**config.mk**
```make
export PLATFORM = sky130hd
export DESIGN_NAME = button_repeater_flat
export DESIGN_NICKNAME = d
export VERILOG_FILES = /design/src/rtl/button_pkg.sv /design/src/rtl/button_repeater_if.sv /design/src/rtl/button_repeater_edge_detector.sv /design/src/rtl/button_repeater.sv /design/src/flat_wrapper.sv
export SDC_FILE = /design/constraint.sdc
export NUM_CORES = 1
export LEC_CHECK = 0
export BUFFER_PORTS_ARGS = -buffer_cell sky130_fd_sc_hd__buf_2
export CORE_MARGIN = 1
export CORE_UTILIZATION = 42
export DETAILED_ROUTE_END_ITERATION = 8
export PLACE_DENSITY = 0.74
export SKIP_CTS_REPAIR_TIMING = 1
export SLEW_MARGIN = 10
export SYNTH_ARGS = -nofsm -noshare
export SYNTH_HDL_FRONTEND = slang
export SYNTH_HIERARCHICAL = 1
export SYNTH_SLANG_ARGS = --single-unit
```
**constraint.sdc**
```tcl
create_clock -name clk -period 2.75 [get_ports clk]
set_clock_uncertainty 0.05 [all_clocks]
set_input_delay 0.825 -clock clk [delete_from_list [all_inputs] [get_ports clk]]
set_output_delay 0.825 -clock clk [all_outputs]
set_load 0.01 [all_outputs]
```
**src/rtl/button_pkg.sv**
```systemverilog
// Shared types and constants for the button auto-repeat block.
//   state_t : hold-tracking state (IDLE, FIRST, REPEAT)
//   REP_MAX : saturation value of the repeat counter
package button_pkg;

    typedef enum logic [1:0] {
        IDLE   = 2'd0,
        FIRST  = 2'd1,
        REPEAT = 2'd2
    } state_t;

    localparam logic [7:0] REP_MAX = 8'd255;

endpackage

```
**src/rtl/button_repeater_if.sv**
```systemverilog
// Signal bundle between the debouncer side and the VGA control side.
//   boton        : debounced button level (driven by master)
//   pulso        : press / repeat event, one cycle
//   suelta       : release event, one cycle
//   mantenido    : a press is being tracked
//   conteo       : hold counter, N bits
//   repeticiones : repeats since last press, saturating at 255
// master drives the button; slave is the repeater itself.
interface button_repeater_if #(
    parameter int N = 8
);
    logic         boton;
    logic         pulso;
    logic         suelta;
    logic         mantenido;
    logic [N-1:0] conteo;
    logic [7:0]   repeticiones;

    modport master (
        output boton,
        input  pulso,
        input  suelta,
        input  mantenido,
        input  conteo,
        input  repeticiones
    );

    modport slave (
        input  boton,
        output pulso,
        output suelta,
        output mantenido,
        output conteo,
        output repeticiones
    );
endinterface

```
**src/rtl/button_repeater_edge_detector.sv**
```systemverilog
// Registers the button level and produces rise/fall strobes.
//   clk   : system clock
//   rst_n : synchronous reset, active-low
//   d     : button level
//   rise  : d is 1 now and was 0 on the previous edge
//   fall  : d is 0 now and was 1 on the previous edge
// The history register resets to 1 so a button held through reset is not
// mistaken for a fresh press.
module edge_detector (
    input  logic clk,
    input  logic rst_n,
    input  logic d,
    output logic rise,
    output logic fall
);
    logic d_q_reg;

    always_ff @(posedge clk) begin
        if (!rst_n) begin
            d_q_reg <= 1'b1;
        end else begin
            d_q_reg <= d;
        end
    end

    assign rise = d & ~d_q_reg;
    assign fall = ~d & d_q_reg;
endmodule

```
**src/rtl/button_repeater.sv**
```systemverilog
// Turns a debounced button level into press, auto-repeat and release events.
//   clk   : system clock
//   rst_n : synchronous reset, active-low
//   bus   : button_repeater_if slave (boton in; pulso, suelta, mantenido,
//           conteo, repeticiones out; all outputs registered)
// Parameters: DELAY cycles from press pulse to first repeat, RATE cycles
// between repeats, N width of the hold counter.
module button_repeater
    import button_pkg::*;
#(
    parameter int DELAY = 200,
    parameter int RATE  = 50,
    parameter int N     = 8
) (
    input  logic               clk,
    input  logic               rst_n,
    button_repeater_if.slave   bus
);
    localparam logic [N-1:0] DELAY_LAST = N'(DELAY - 1);
    localparam logic [N-1:0] RATE_LAST  = N'(RATE - 1);

    state_t       state_reg;
    logic         pulso_reg;
    logic         suelta_reg;
    logic         mantenido_reg;
    logic [N-1:0] conteo_reg;
    logic [7:0]   rep_reg;

    logic         rise;
    logic         fall;
    logic [N-1:0] term_next;

    edge_detector u_edge (
        .clk   (clk),
        .rst_n (rst_n),
        .d     (bus.boton),
        .rise  (rise),
        .fall  (fall)
    );

    // Terminal count depends on whether we wait for the first repeat or a
    // subsequent one.
    assign term_next = (state_reg == FIRST) ? DELAY_LAST : RATE_LAST;

    always_ff @(posedge clk) begin
        if (!rst_n) begin
            state_reg     <= IDLE;
            pulso_reg     <= 1'b0;
            suelta_reg    <= 1'b0;
            mantenido_reg <= 1'b0;
            conteo_reg    <= '0;
            rep_reg       <= '0;
        end else begin
            pulso_reg  <= 1'b0;
            suelta_reg <= 1'b0;
            case (state_reg)
                IDLE: begin
                    if (rise) begin
                        pulso_reg     <= 1'b1;
                        conteo_reg    <= '0;
                        rep_reg       <= '0;
                        mantenido_reg <= 1'b1;
                        state_reg     <= FIRST;
                    end
                end
                FIRST, REPEAT: begin
                    // While tracking, the previous sample is always 1, so
                    // fall is exactly "button now low". Release is checked
                    // first so it beats a coincident terminal count.
                    if (fall) begin
                        suelta_reg    <= 1'b1;
                        conteo_reg    <= '0;
                        mantenido_reg <= 1'b0;
                        state_reg     <= IDLE;
                    end else if (conteo_reg == term_next) begin
                        pulso_reg  <= 1'b1;
                        conteo_reg <= '0;
                        if (rep_reg != REP_MAX) begin
                            rep_reg <= rep_reg + 8'd1;
                        end
                        state_reg  <= REPEAT;
                    end else begin
                        conteo_reg <= conteo_reg + 1'b1;
                    end
                end
                default: begin
                    state_reg     <= IDLE;
                    mantenido_reg <= 1'b0;
                    conteo_reg    <= '0;
                end
            endcase
        end
    end

    assign bus.pulso        = pulso_reg;
    assign bus.suelta       = suelta_reg;
    assign bus.mantenido    = mantenido_reg;
    assign bus.conteo       = conteo_reg;
    assign bus.repeticiones = rep_reg;
endmodule

```
**src/flat_wrapper.sv**
```systemverilog
// flat-port wrapper written by rule: the top's interface ports become plain ports
module button_repeater_flat import button_pkg::*;
#(
    parameter int DELAY = 200,
    parameter int RATE  = 50,
    parameter int N     = 8
)
  (clk, rst_n, bus_boton, bus_pulso, bus_suelta, bus_mantenido, bus_conteo, bus_repeticiones);
  button_repeater_if #(.N(N)) bus_i ();
  input  logic clk;
  input  logic rst_n;
  input wire logic [$bits(bus_i.boton)-1:0] bus_boton;
  output wire logic [$bits(bus_i.pulso)-1:0] bus_pulso;
  output wire logic [$bits(bus_i.suelta)-1:0] bus_suelta;
  output wire logic [$bits(bus_i.mantenido)-1:0] bus_mantenido;
  output wire logic [$bits(bus_i.conteo)-1:0] bus_conteo;
  output wire logic [$bits(bus_i.repeticiones)-1:0] bus_repeticiones;
  assign bus_i.boton = bus_boton;
  assign bus_pulso = bus_i.pulso;
  assign bus_suelta = bus_i.suelta;
  assign bus_mantenido = bus_i.mantenido;
  assign bus_conteo = bus_i.conteo;
  assign bus_repeticiones = bus_i.repeticiones;
  button_repeater #(.DELAY(DELAY), .RATE(RATE), .N(N)) u_core (.clk(clk), .rst_n(rst_n), .bus(bus_i));
endmodule
```
=== Yosys cells after proc, flatten, opt, wreduce, memory -nomap -nowiden ===
Index checks and enable logic that the tools add are counted.

* Register bits after elaboration: 22
* Logic and storage cells: 51
* Bits of input ports: 3

* Bitwise logic cells: 4
* Eq/ne operators: 10
* Reductions and logical operators: 7
* Add/subtract/negate cells: 2
* Mux-type cells: 21

{| class="wikitable"
|+ Operators with widths
! cell !! count
|-
| $mux W8 || 7
|-
| $pmux W8 S2 || 2
|-
| $add A8 B1 Y8 const B || 2
|-
| $eq A8 B8 Y1 || 1
|-
| $ne A2 B1 Y1 const B || 4
|-
| $ne A8 B8 Y1 const B || 1
|-
| $mux W1 || 6
|-
| $mux W2 || 3
|-
| $reduce_and A2 Y1 || 3
|-
| $reduce_and A5 Y1 || 1
|-
| $pmux W1 S2 || 2
|-
| $pmux W2 S2 || 1
|-
| $ne A3 B1 Y1 const B || 1
|-
| $and A1 B1 Y1 || 2
|-
| $eq A2 B1 Y1 const B || 1
|-
| $eq A2 B2 Y1 const B || 1
|-
| $logic_not A2 Y1 || 1
|-
| $ne A2 B2 Y1 const B || 1
|-
| $not A1 Y1 || 2
|-
| $reduce_bool A2 Y1 || 1
|-
| $reduce_or A2 Y1 || 1
|}

=== Depth between registers and ports, before layout ===
Gate-level depths: netlist (run 1).

* Depth in word-level cells: 6
* Depth in mapped cells: 9
* Gate-level depth less buffers: 7

=== By module ===
The synthesis (run 1) kept the hierarchy.

{| class="wikitable"
|+ By module, submodules not included
! module !! sequential area each (µm²) !! area an instance (µm²) !! times used !! cells an instance
|-
| button_repeater || 420.4 || 1152.4 || 1 || 129
|-
| edge_detector || 20.0 || 38.8 || 1 || 4
|}

=== Worst setup path before layout (run 1) ===
No wires, ideal clock.

* Path type: input port to flip-flop
* Start: input port bus_boton
* End: register u_core.rep_reg[5] (netlist: u_core/bus.repeticiones[5])
* Slack: 577 ps
* Required time: 2630 ps
* Arrival: 2052 ps
* Library setup time: 70 ps
* Stages on the path: 8
* Path buffers: 2
* Cells stage by stage: nor2b_1 -> nand2b_1 -> clkbuf_8 -> o311a_2 -> o211ai_2 -> buf_6 -> nor4_2 -> o21bai_1

* Longest elaborated chain between the ends: 4

{| class="wikitable"
|+ Ends and longest elaborated chain
! item !! line !! text
|-
| start, declared || flat_wrapper.sv:12 || <nowiki>input wire logic [$bits(bus_i.boton)-1:0] bus_boton;</nowiki>
|-
| $not A1 Y1 || button_repeater_edge_detector.sv:27 || <nowiki>assign fall = ~d & d_q_reg;</nowiki>
|-
| $and A1 B1 Y1 || button_repeater_edge_detector.sv:27 ||
|-
| $ne A2 B2 Y1 (no line) || - ||
|-
| $reduce_and A5 Y1 (no line) (*) || - ||
|-
| end signal, assigned || button_repeater.sv:79 || <nowiki>rep_reg <= rep_reg + 8'd1;</nowiki>
|-
| end, declared || button_repeater.sv:27 || <nowiki>logic [7:0] rep_reg;</nowiki>
|}

Every way passes the cells marked *; elsewhere a longest branch is shown, timed or not.
A chain may end at the register's enable or synchronous reset.

=== Worst setup path in the final report (run 1) ===
* Start: register u_core.state_reg[1]
* End: register u_core.rep_reg[2] (netlist: u_core/bus.repeticiones[2])

* Longest elaborated chain between the ends: 5

{| class="wikitable"
|+ Ends and longest elaborated chain
! item !! line !! text
|-
| start, declared || button_repeater.sv:22 || <nowiki>state_t state_reg;</nowiki>
|-
| start signal, assigned || button_repeater.sv:47 || <nowiki>state_reg <= IDLE;</nowiki>
|-
| start signal, assigned || button_repeater.sv:63 || <nowiki>state_reg <= FIRST;</nowiki>
|-
| start signal, assigned || button_repeater.sv:74 || <nowiki>state_reg <= IDLE;</nowiki>
|-
| $eq A2 B1 Y1 || button_repeater.sv:43, button_repeater.sv:56 ||
|-
| $mux W8 || button_repeater.sv:43 || <nowiki>assign term_next = (state_reg == FIRST) ? DELAY_LAST : RATE_LAST;</nowiki>
|-
| $eq A8 B8 Y1 || button_repeater.sv:75 || <nowiki>end else if (conteo_reg == term_next) begin</nowiki>
|-
| $ne A2 B1 Y1 (no line) || - ||
|-
| $reduce_and A5 Y1 (no line) || - ||
|}

Parallel ways exist; a longest one is shown, timed or not.

==> metrics.txt, run 1 <==
outcome finished clean; max-cap viol count 0; Final #Nets 167; Sw Ratio 22.5%; CTS Sinks 22; logic gate share of total power ~8.5%; DRT Pass-1 Iters 4; post-route cell area 1380 µm²; WL final roughly 2600 µm; Final period util around four fifths; ranking of synthesized cells by area dfxtp_1, nand3_1, ha_1; later-pin clock latency in the skew report 320 ps; Clock power frac 39.9%; utilization after layout 53.9%; Pwr Density 460 nW/µm²; Port Buffer Count 21; Top Ports 22; nature of the critical path startpoint register; GRT Total Usage 17.2%; vias ~1100; detailed router's first-iteration violation count 61; Area Growth Syn to Fin 16.2%; gpl congestion 0.809; Rel. slew slack 61.0%; Clock Tree Buf Depth 2; Clock transition at path regs 140 ps; post-synthesis sequential area ratio 37.0%; Synth Register Bits 22; Syn Area/Cell roughly 9 µm²; post-synthesis net count 141; synthesized area 1190 µm²; Die Y 55.3 µm; htree depth 1; biggest area consumer among synthesized cells dfxtp_1; critical path class reg -> reg; DP Area 1330 µm²; largest net degree at the start of global routing 15; critical path arrival about 2400 ps; Cells after Synth 133; core footprint 2570 µm²; asr flop ratio synth 0%; CTS Buf Count 3; Rows 18; CTS root buffer clkbuf_4; vias in the first global route 934; sequential share of power between 50% and 60%; required time worst endpoint between 2000 and 3000 ps; EDFF count, synth 0; antenna cell count 0; Slew @ Worst Pin between 500 and 600 ps; area of the die 3050 µm²; first-pass GRT wire length 4220 µm; minimum clock period roughly 2200 ps; Worst Hold Slack 442 ps; chip width 55.3 µm; Initial Util between 40% and 50%; Slew Limit Fails 0; Setup crit start u_core/state_reg[1]; YS warnings 6; worst vdd ir ~0.34 mV; final hold vios 0; Synth cell types 41; vias per inst about 6; RSZ-0062 raised after global routing false; fin worst setup slack 586 ps; min-delay src u_core/bus.mantenido; top-area cell type share of the netlist area 37.0%; endpoint class of the critical path register; DRC errors left 0; layout cells sized above 1 24.7%; setup_tns 0 ps; reg2reg start u_core/state_reg[1]; ANT nets after route 0; Detailed Place HPWL 1840 µm; Post-synth top flop dfxtp_1; initial antenna violation count 0; Int Pwr 0.000493 W; sw power 0.000143 W; # setup viols final 0; wire length per cell 13.9 µm; DP Worst Slack approximately 440 ps; CTS tree done; Max Freq 462 MHz; Hold Crit Class reg -> reg; Leakage 0.544 nW; gr ovfl total 0; worst-path fanout max 11
## worst max-delay path: stages (launching register included)
cell	delay [ps]
dfxtp_1	380
inv_1	70
ha_1	240
or3_1	350
a21oi_2	230
o211ai_2	290
o31a_1	370
a21oi_1	130
## power by group through the flow
stage	Combinational (W)	Clock, W	Sequential, W
after detailed placement	0.0000536	0	0.000335
after floorplan	0.0000370	0	0.000336
after global placement	0.0000522	0	0.000335
after global routing	0.0000585	0.000276	0.000329
after CTS	0.0000539	0.000263	0.000328
final	0.0000542	0.000254	0.000328
## final timing paths
check                           slack, ps                         end  cells after the start
worst min-delay path                  440        u_core/bus.mantenido                      2
worst min register to register        440        u_core/bus.mantenido                      2
worst max-delay path                  590  u_core/bus.repeticiones[2]                      7
worst max register to register        590  u_core/bus.repeticiones[2]                      7
## synth_stat cells (all sizes together) (4+ instances only)
cell and number:
nand3 17, nor3 10, nand2 10, dfxtp 22, ha 5, xnor2 4, o21ai 4, a21oi 8
## metal layers
metal / share of wire (%) / wire length (µm) / track usage [%]
met3: 5.6 / 147 / 4.68
met1: 47 / 1230 / 22.1
met2: 46 / 1210 / 27.5
met5: 0 / 0 / 0
met4: 0.73 / 19 / 6.07
## area by class of cell
cell class	instances	area (µm²)
fillers	247	1180
multi-input cells	103	703
flip-flops and latches	22	440
repair buffers	25	135
well taps	30	37.5
clock inverters	1	30.0
clock buffers	3	22.5
inverters	4	15.0
## cell usage in the layout, fill, tap and decap left out, types with 2 or more instances in the layout
master / count
a211oi_1: 2
a21oi_1: 7
a31oi_1: 3
and3_1: 2
buf_2: 21
buf_4: 4
clkbuf_4: 3
dfxtp_1: 22
ha_1: 5
inv_1: 3
nand2_1: 10
nand2b_1: 3
nand3_1: 17
nand3b_1: 2
nand4_1: 3
nor2_1: 3
nor2b_1: 2
nor3_1: 10
nor3b_1: 3
nor4_4: 2
o21a_1: 2
o21ai_0: 3
or3_1: 2
xnor2_1: 4
xor2_1: 3
## per-stage QoR
| step | power, W | instances |
|---|---|---|
| 4_1_cts | 0.000645 | 188 |
| 3_3_place_gp | 0.000387 | 184 |
| 6_report | 0.000636 | 188 |
| 5_1_grt | 0.000663 | 188 |
| 2_1_floorplan | 0.000373 | 133 |
| 3_5_place_dp | 0.000389 | 184 |
## kinds of logic (layout without fill, tap and decap cells)
group / Yosys count / in the layout / synth area share (%)
AOI/OAI and AO/OA: 27 / 27 / 15.9
xor gates and xnor gates: 7 / 7 / 5.15
adders and majority gates: 5 / 5 / 5.25
buffers and inverters: 8 / 33 / 3.99
DFF: 22 / 22 / 37.0
muxes: 1 / 1 / 0.840
and+or+nand+nor: 63 / 63 / 31.9
Note: power is estimated with default switching activity, not from simulation.
==> run 2: changes to the inputs <==
ABC_AREA = 1   (was not set)
clock period = 2 ns   (was 2.75 ns; I/O delays follow)
==> run 2 against run 1 <==
Synthesized area up 2.7%; sequential cell count stayed put; fmax up 24%; clock power about the same; critical path type unchanged; setup slack lost 340 ps; combinational power rose by 110%; count of clock-buffer cells in the layout grew 1; non-clock buffer count down 1; sequential share of layout area shrank 0.79 points; power increased by 29%; first-iteration DRC count is 46% lower; largest cell class unchanged.
==> metrics.txt, run 2 <==
WL final 2520 µm (-3.5%); Slew @ Worst Pin 282 ps (-300 ps); Slew Limit Fails 0 (unchanged); worst vdd ir 0.348 mV (+2.2%); Clock transition at path regs 130 ps (about the same); Port Buffer Count 21 (unchanged); max-cap viol count 0 (unchanged); Cells after Synth 180 (+35%); nature of the critical path startpoint register; DRT Pass-1 Iters 5 (+1); Die Y 56.0 µm (+1.3%); worst path bufs/invs 3 (+2); CTS Sinks 22 (unchanged); Final #Nets 214 (+28%); later-pin clock latency in the skew report 310 ps (about the same); most frequent cells after synthesis nand2_1, nor2_1, dfxtp_1; post-synthesis mux area share 0% (-0.84 points); Pwr Density 577 nW/µm² (+26%); sw power 0.000220 W (+54%); Clock Tree Buf Depth 2 (unchanged); largest family of logic cells by synthesized area simple AND/OR/NAND/NOR gates; wire length per cell 10.7 µm (-23%); Synth Register Bits 22 (unchanged); Reg2Reg Depth 10 (+3); ranking of synthesized cells by area dfxtp_1, nand2_1, nor2_1; CTS Buf Count 3 (unchanged); XOR/XNOR Fraction of Synth Area 2.86% (-2.3 points); reg2reg start u_core/state_reg[0]; Rel. slew slack 81.1% (+20 points); Post-synth top flop dfxtp_1; antenna cell count 0 (unchanged); worst path cell trace inv_1 -> ha_1 -> inv_2 -> or2_0 -> buf_12 -> nand3_1 -> nor2_2 -> nand2_1 -> xor2_1 -> nor2_1; Hold Path Stages 3 (+1); CTS tree done; GRT Total Usage 17.8% (+0.58 points); CP max stage cell dfxtp_1; setup slack, reg-to-reg 250 ps (-340 ps); logic gate share of total power 13.7% (+5.2 points); Area Growth Syn to Fin 16.0%; most common cell after layout, fill and taps aside nand2_1; critical path class reg -> reg; Final period util 87.5% (+8.8 points); Top Ports 22 (unchanged); vias per inst 5.03 (-15%); detailed router's first-iteration violation count 33 (-46%); total design power 0.000819 W (+29%); worst-path fanout max 18 (+7); Detailed Place HPWL 1830 µm (-0.50%); Crit path depth 10 (+3); Int Pwr 0.000598 W (+21%); largest net degree at the start of global routing 19 (+4); Hold Crit Class in -> reg; layout cells sized above 1 20.0% (-4.7 points); biggest area consumer among synthesized cells dfxtp_1; gr ovfl total 0 (unchanged); # setup viols final 0 (unchanged); first-pass GRT wire length 4540 µm (+7.5%); count leader, synth nand2_1; chip width 56.0 µm (+1.3%); top-area cell type share of the netlist area 36.0% (-0.98 points); initial antenna violation count 0 (unchanged); htree depth 1 (unchanged); final hold vios 0 (unchanged); simple-gate share of the synthesized area 39.8% (+7.8 points); Setup crit start u_core/state_reg[0]; sequential share of power 55.7% (+4.1 points); Clock power frac 30.6% (-9.3 points); Post-Synth Adder-Cell Area 5.11% (-0.14 points); ANT nets after route 0 (unchanged); CTS root buffer clkbuf_4; critical path arrival 1910 ps (-470 ps); Leakage 0.625 nW (+15%); most frequent cells in the layout nand2_1, nor2_1, dfxtp_1; RSZ-0062 raised after global routing false; minimum clock period 1750 ps (-415 ps); Synth cell types 26 (-37%); outcome finished clean; area of the die 3130 µm² (+2.6%); fillers 283 (+15%); post-synthesis sequential area ratio 36.0% (-0.98 points); Hold Path Sink u_core/u_edge/d_q_reg; Syn Area/Cell 6.80 µm² (-24%); CP top delay family simple AND/OR/NAND/NOR gates; vias in the first global route 1032 (+10%); DRC errors left 0 (unchanged); Max Freq 572 MHz (+24%); min-delay src bus_boton; YS warnings 6 (unchanged); setup_tns 0 ps (unchanged); Initial Util 44.4% (-2.0 points); Rows 19 (+1); Reg-to-Reg End u_core/bus.conteo[7]; asr flop ratio synth 0% (unchanged); gpl congestion 0.825 (+1.9%); synthesized area 1220 µm² (+2.7%); max incr delay on CP 380 ps (about the same); Sw Ratio 26.9% (+4.4 points); required time worst endpoint 2160 ps (-800 ps); endpoint class of the critical path register; Synth Area in Compound Gates 8.18% (-7.7 points); EDFF count, synth 0 (unchanged); core footprint 2760 µm² (+7.4%); vias 1188 (+6.3%); post-synthesis net count 188 (+33%)
-- run 2: changes by cell type in the layout (fill, tap and decap cells not counted), sizes merged, moves of 4 or more --
cell	change
nand2	+40
nor3	-8
a21oi	+4
nand3	-5
inv	+17
nor2	+30
-- run 2: final cells by class --
type / count / area [µm²] / share of cell area [%]
multi-input combinational: 134 / 684 / 48.2
sequential: 22 / 440 / 31.0
timing repair buffer: 24 / 140 / 9.88
inverter: 21 / 78.8 / 5.56
tap: 31 / 38.8 / 2.73
clock buffer: 4 / 36.3 / 2.56
-- run 2: per-layer routing --
layer	vias up	wire, µm	GRT usage, %
li1	624	-	-
met4	0	31	6.97
met3	4	82	2.56
met1	532	1290	24.3
met5	-	0	0
met2	28	1110	28.2
-- run 2: power by group through the flow --
stage	clock (W)	sequential, W	combinational (W)
2_1_floorplan	0	0.000468	0.0000738
3_3_place_gp	0	0.000465	0.000110
3_5_place_dp	0	0.000466	0.000111
4_1_cts	0.000262	0.000456	0.000112
5_1_grt	0.000276	0.000458	0.000125
6_report	0.000251	0.000456	0.000112
-- run 2: worst reg2reg max path, stage by stage (launching register included) --
cell and delay (ps):
dfxtp_1 380, inv_1 70, ha_1 240, inv_2 70, or2_0 170, buf_12 170, nand3_1 100, nor2_2 130
nand2_1 80, xor2_1 130, nor2_1 50
-- run 2: worst max path at each step --
stage	slack [ps]	to
6_report	250	u_core/bus.conteo[7]
5_1_grt	100	u_core/bus.conteo[7]
4_1_cts	230	u_core/bus.conteo[7]
3_5_place_dp	120	u_core/bus.conteo[7]
3_3_place_gp	160	u_core/bus.conteo[7]
2_1_floorplan	330	u_core/bus.conteo[7]
-- run 2: kinds of logic (layout without fill, tap and decap cells) --
logic type      count (synthesis)  in the layout
fa+ha+maj                       5              5
xor+xnor                        4              4
flops                          22             22
simple gates                  107            107
buf+inv                        24             49
compound gates                 18             18
-- run 2: through the flow --
step / util [%] / instances / worst slack, ps / cell area, µm² / hold slack [ps]
3_3_place_gp: 50.1 / 232 / 156 / 1380 / 424
5_1_grt: 51.5 / 236 / 103 / 1420 / 447
2_1_floorplan: - / 180 / 330 / 1220 / 406
3_5_place_dp: 50.1 / 232 / 117 / 1380 / 424
6_report: 51.5 / 236 / 251 / 1420 / 434
4_1_cts: 51.5 / 236 / 233 / 1420 / 420
